## src/rtl/serial_pkg.sv

```systemverilog
// Shared types and helpers for the serial loader and its bench.
// Optional feature macro: SERIAL_LOADER_PARITY_EN (appends one even-parity bit per frame).
package serial_pkg;

  typedef enum logic {
    IDLE  = 1'b0,
    SHIFT = 1'b1
  } state_t;

  localparam int DEFAULT_WIDTH = 6;

  // Number of serial bit slots one word occupies on the line.
  function automatic int frame_len(input int width);
`ifdef SERIAL_LOADER_PARITY_EN
    return width + 1;
`else
    return width;
`endif
  endfunction

endpackage

```

## src/rtl/serial_loader6_if.sv

```systemverilog
// Load-side handshake bundle for serial_loader6.
// Handshake: a word transfers at a rising clk edge exactly when load_valid and
// load_ready are both high; din must be stable while load_valid is high, and
// load_ready never depends on load_valid.
interface serial_loader6_if
  import serial_pkg::*;
#(
  parameter int WIDTH = DEFAULT_WIDTH
);

  logic [WIDTH-1:0] din;
  logic             load_valid;
  logic             load_ready;

  modport master (
    output din,
    output load_valid,
    input  load_ready
  );

  modport slave (
    input  din,
    input  load_valid,
    output load_ready
  );

endinterface

```

## src/rtl/ser_bitcnt.sv

```systemverilog
// Modulo-LEN bit-slot counter with a registered terminal-count flag.
// load restarts a frame at slot 0, clear parks the counter, en advances it.
module ser_bitcnt #(
  parameter int LEN = 6
) (
  input  logic clk,
  input  logic rst,
  input  logic clear,
  input  logic load,
  input  logic en,
  output logic tc
);

  localparam int CW = (LEN > 1) ? $clog2(LEN) : 1;
  localparam logic [CW-1:0] LAST = CW'(LEN - 1);

  logic [CW-1:0] cnt;

  // Slot counter; tc is precomputed one cycle ahead so it is high during the last slot.
  always_ff @(posedge clk) begin
    if (rst || clear) begin
      cnt <= '0;
      tc  <= 1'b0;
    end else if (load) begin
      cnt <= '0;
      tc  <= 1'b0;
    end else if (en) begin
      if (cnt == LAST) begin
        cnt <= '0;
        tc  <= 1'b0;
      end else begin
        cnt <= cnt + 1'b1;
        tc  <= ((cnt + 1'b1) == LAST);
      end
    end
  end

endmodule

```

## src/rtl/serial_loader6.sv

```systemverilog
// Parallel-to-serial loader: takes WIDTH-bit words over a valid/ready handshake
// and shifts them out MSB-first on sout, with a one-word holding buffer so that
// consecutive frames leave back to back.
// Optional feature macro: SERIAL_LOADER_PARITY_EN (even-parity bit after data bit 0).
module serial_loader6
  import serial_pkg::*;
#(
  parameter int WIDTH = DEFAULT_WIDTH
) (
  input  logic                   clk,
  input  logic                   rst,
  serial_loader6_if.slave        bus,
  output logic                   sout,
  output logic                   busy,
  output logic                   frame_end,
  output state_t                 state
);

  localparam int FRAME_LEN = frame_len(WIDTH);

  logic [FRAME_LEN-1:0] shreg;
  logic [FRAME_LEN-1:0] hold;
  logic [FRAME_LEN-1:0] frame_word;
  logic                 hold_valid;
  logic                 accept;
  logic                 tc;
  logic                 frame_last;
  logic                 reload;
  logic                 cnt_load;
  logic                 cnt_clear;
  logic                 cnt_en;

  // Only a full holding buffer (or reset) pushes back on the producer.
  assign bus.load_ready = !hold_valid && !rst;
  assign accept         = bus.load_valid && bus.load_ready;

  // Build the on-line image of the incoming word (data, plus parity when enabled).
  always_comb begin
    frame_word = '0;
`ifdef SERIAL_LOADER_PARITY_EN
    frame_word = {bus.din, ^bus.din};
`else
    frame_word = bus.din;
`endif
  end

  // Frame boundary decode and bit-counter control.
  always_comb begin
    frame_last = 1'b0;
    reload     = 1'b0;
    cnt_load   = 1'b0;
    cnt_clear  = 1'b0;
    cnt_en     = 1'b0;
    frame_last = (state == SHIFT) && tc;
    reload     = frame_last && (hold_valid || accept);
    cnt_load   = ((state == IDLE) && accept) || reload;
    cnt_clear  = frame_last && !reload;
    cnt_en     = (state == SHIFT);
  end

  // Control FSM, shifter and holding buffer; reset drops any frame in flight.
  always_ff @(posedge clk) begin
    if (rst) begin
      state      <= IDLE;
      shreg      <= '0;
      hold       <= '0;
      hold_valid <= 1'b0;
    end else begin
      case (state)
        IDLE: begin
          if (accept) begin
            shreg <= frame_word;
            state <= SHIFT;
          end
        end
        SHIFT: begin
          if (frame_last) begin
            if (hold_valid) begin
              shreg      <= hold;
              hold_valid <= 1'b0;
            end else if (accept) begin
              shreg <= frame_word;
            end else begin
              shreg <= '0;
              state <= IDLE;
            end
          end else begin
            shreg <= {shreg[FRAME_LEN-2:0], 1'b0};
            if (accept) begin
              hold       <= frame_word;
              hold_valid <= 1'b1;
            end
          end
        end
        default: state <= IDLE;
      endcase
    end
  end

  assign sout      = shreg[FRAME_LEN-1];
  assign busy      = (state == SHIFT);
  assign frame_end = tc;

  ser_bitcnt #(
    .LEN(FRAME_LEN)
  ) u_bitcnt (
    .clk  (clk),
    .rst  (rst),
    .clear(cnt_clear),
    .load (cnt_load),
    .en   (cnt_en),
    .tc   (tc)
  );

endmodule

```

## src/flat_wrapper.sv

```systemverilog
// flat-port wrapper written by rule: the top's interface ports become plain ports
module serial_loader6_flat import serial_pkg::*;
#(
  parameter int WIDTH = DEFAULT_WIDTH
)
  (clk, rst, sout, busy, frame_end, state, bus_din, bus_load_valid, bus_load_ready);
  serial_loader6_if #(.WIDTH(WIDTH)) bus_i ();
  input  logic clk;
  input  logic rst;
  output logic sout;
  output logic busy;
  output logic frame_end;
  output state_t state;
  input wire logic [$bits(bus_i.din)-1:0] bus_din;
  input wire logic [$bits(bus_i.load_valid)-1:0] bus_load_valid;
  output wire logic [$bits(bus_i.load_ready)-1:0] bus_load_ready;
  assign bus_i.din = bus_din;
  assign bus_i.load_valid = bus_load_valid;
  assign bus_load_ready = bus_i.load_ready;
  serial_loader6 #(.WIDTH(WIDTH)) u_core (.clk(clk), .rst(rst), .bus(bus_i), .sout(sout), .busy(busy), .frame_end(frame_end), .state(state));
endmodule
```

## config.mk

```make
export PLATFORM = sky130hd
export DESIGN_NAME = serial_loader6_flat
export DESIGN_NICKNAME = d
export VERILOG_FILES = /design/src/rtl/serial_pkg.sv /design/src/rtl/serial_loader6_if.sv /design/src/rtl/ser_bitcnt.sv /design/src/rtl/serial_loader6.sv /design/src/flat_wrapper.sv
export SDC_FILE = /design/constraint.sdc
export NUM_CORES = 1
export LEC_CHECK = 0
export ABC_AREA = 0
export ABC_CLOCK_PERIOD_IN_PS = 1900
export BUFFER_PORTS_ARGS = -buffer_cell sky130_fd_sc_hd__buf_2
export CORE_MARGIN = 2
export CORE_UTILIZATION = 54
export CTS_BUF_LIST = sky130_fd_sc_hd__clkbuf_2 sky130_fd_sc_hd__clkbuf_4 sky130_fd_sc_hd__clkbuf_8
export CTS_CLUSTER_SIZE = 28
export DETAILED_ROUTE_END_ITERATION = 10
export PLACE_DENSITY = 0.76
export SYNTH_ARGS = -nofsm -noshare
export SYNTH_HDL_FRONTEND = slang
export SYNTH_SLANG_ARGS = --single-unit
```

## constraint.sdc

```tcl
create_clock -name clk -period 1.9 [get_ports clk]
set_input_delay 0.095 -clock clk [delete_from_list [all_inputs] [get_ports clk]]
set_output_delay 0.095 -clock clk [all_outputs]
set_load 0.005 [all_outputs]
```

==> results.txt <==
Kind of critical path: reg2reg
Measured slew at the worst slew-check pin: 0.580 ns
Initial Utilization: 58.1%
RSZ-0062 raised after global routing: false
Setup Fix Bufs, Post-CTS: 0
Drt wl/cell: 13.5 um
Crit path from: u_core.hold_valid$_SDFFE_PP0P_
Outcome: complete, no violations
Core area: 1520 um2
DRT Pass-1 Iters: 4
Pwr Density: 759 nW/um2
Synth async-reset ratio: 0%
Clock Sink Count: 18
Crit path required time: 2.11 ns
Sum Neg Setup Slack: 0 ns
First-pass GRT wire length: 2860 um
Hold_buf cts: 0
DR DRC count: 0
Util after Layout: 61.4%
Top cells by area, synth: dfxtp_1 41%, a21oi_1 6.2%, a2bb2oi_1 4.9%
Fin. max-slew vios: 0
Post-Syn Instances: 103
Buffer depth of the longest clock path: 2
GR Util All Layers: 19.8%
Antenna-violating nets left: 0
Post-synth top cells: 18 x dfxtp_1, 11 x a21oi_1, 10 x nor2_1
Crit-path max FO: 13
Initial antenna violation count: 0
Critical path startpoint category: flip-flop
Initial DRC Count: 22
Cts repair resizes: 0
Clock root cell: clkbuf_4
Die H: 44.5 um
# nets final: 121
Static leakage: 0.357 nW
Max-cap violations: 0
Maximum operating frequency: 661 MHz
Area grow syn2layout: 5.65%
Cell Chain, Critical Path: nor3b_2, a2bb2oi_1, o32ai_1
Vias in the first global route: 650
R2R Path Start: u_core.hold_valid$_SDFFE_PP0P_
Overflow after GRT: 0
Final setup violation count: 0
Slowest stage delay, CP: 0.56 ns
Via-per-instance ratio: 5.91
Ant diodes: 0
Num CTS Buffers: 3
Seq/Total Area, Yosys: 40.7%
Hold Vio Cnt, Final: 0
Maximum VDD drop: 0.537 mV
Post-synthesis instance area: 886 um2
Share of the synthesized area in the top cell type: 40.7%
DP HPWL: 1220 um
# IOs: 14
R2R setup slack: 0.39 ns
Clk_skew: 0.00524 ns
Slew headroom: 61.2%
Worst-path clk slew: 0.10 ns
Slowest stage cell, crit path: nor3b_2
Crit path capture type: flip-flop
WL final: 1700 um
Num rows: 14
Critical path depth: 3
Syn nets: 112
CP endpoint: u_core.shreg[2]$_SDFFE_PP0P_
Post-layout minimum cycle time: 1.51 ns
GPL Wtd Cong: 0.796
PortBufs: 13
Primary FF master, synth: dfxtp_1
Yosys top cell by area: dfxtp_1
Period utilization: 79.6%
Largest net degree at the start of global routing: 20
Min-Delay Path Class: in2reg
Die Area: 1980 um2
Clk Latency, worst-skew pair: 0.30 ns
EDFF count, synth: 0
Synth cell types: 30
Die Span X: 44.5 um
Critical path buffers and inverters: 0
Most common cell in the synthesized netlist: dfxtp_1
Layout cell share with drive strength beyond 1: 18.2%
Register bit count reported by yosys: 18
Critical path arrival: 1.72 ns
Register-to-Register Path Depth: 3
CTS tree: yes
Yosys warnings: 0
H-tree levels: 1
Post-Syn Area per Cell: 8.60 um2
CP delay by family, top: simple AND/OR/NAND/NOR gates
R2r endpoint: u_core.shreg[2]$_SDFFE_PP0P_
Via count: 745
## flip-flops by register name, summed over array words and instances (netlist names)
register	cells
u_core.hold	6
u_core.shreg	6
u_core.u_bitcnt.cnt	3
u_core.busy	1
u_core.hold_valid	1
u_core.u_bitcnt.tc	1
## worst reg2reg max path, delay by kind of cell, from the launching register on
| family | cells | cell delay, ns |
|---|---|---|
| and+or+nand+nor | 1 | 0.56 |
| AOI/OAI and AO/OA | 2 | 0.44 |
| DFF | 1 | 0.43 |
## layout make-up
type                       count  area (um2)
clock buffer                   3        22.5
tap                           16        20.0
inverter                       7        26.3
timing repair buffer          13        65.1
fill                         138         588
multi-input combinational     69         442
sequential                    18         360
## per-layer routing
| metal | up-vias | GRT usage [%] | share of wire, % |
|---|---|---|---|
| li1 | 380 | - | - |
| met1 | 341 | 30.3 | 52 |
| met2 | 19 | 26.4 | 41 |
| met3 | 5 | 2.45 | 4.8 |
| met4 | 0 | 10.9 | 2.5 |
| met5 | - | 0 | 0 |
## worst min path at each step
stage | startpoint | endpoint | slack, ns | cells past startpoint
2_1_floorplan | bus_din[0] | u_core.hold[0]$_SDFFE_PP0P_ | 0.24 | 2
3_3_place_gp | bus_din[2] | u_core.hold[2]$_SDFFE_PP0P_ | 0.37 | 3
3_5_place_dp | bus_din[2] | u_core.hold[2]$_SDFFE_PP0P_ | 0.37 | 3
4_1_cts | bus_din[4] | u_core.hold[4]$_SDFFE_PP0P_ | 0.05 | 3
5_1_grt | bus_din[2] | u_core.hold[2]$_SDFFE_PP0P_ | 0.07 | 3
6_report | bus_din[5] | u_core.hold[5]$_SDFFE_PP0P_ | 0.06 | 3
## power by group
group / internal, mW / switching, mW / leakage (nW)
logic: 0.0459 / 0.0570 / 0.196
clock network: 0.0739 / 0.115 / 0.0138
registers: 0.398 / 0.0206 / 0.147
## through the flow
step                area [um2]  hold slack, ns  setup slack, ns  instances  total power, mW
global route               936          0.0742            0.238        126            0.738
floorplan                  886           0.243            0.786        103            0.506
finish                     936          0.0560            0.388        126            0.711
CTS                        936          0.0515            0.381        126            0.714
detailed placement         913           0.374            0.403        123            0.529
global placement           913           0.370            0.428        123            0.528
## cells by family (layout without fill, tap and decap cells)
kind of cell | Yosys count | count (layout) | share of synthesized area [%]
buffers and inverters | 16 | 23 | 9.46
AND/OR/NAND/NOR | 32 | 32 | 20.2
multiplexers | 1 | 1 | 1.13
AO/OA/AOI/OAI | 35 | 35 | 27.5
XOR/XNOR | 1 | 1 | 0.989
flip-flops | 18 | 18 | 40.7
## cell usage in the layout (no fill, tap or decap), types with 2 or more instances in the layout
cell       count
dfxtp_1       18
buf_2         13
a21oi_1       11
nor2_1        10
inv_1          6
nand3_1        6
o21ai_1        6
a2bb2oi_1      5
o32ai_1        5
nor2b_1        3
a21boi_1       3
nand2_1        3
clkbuf_4       3
a21boi_0       2
nand2b_1       2
and3b_1        2
(Power assumes the default switching activity.)
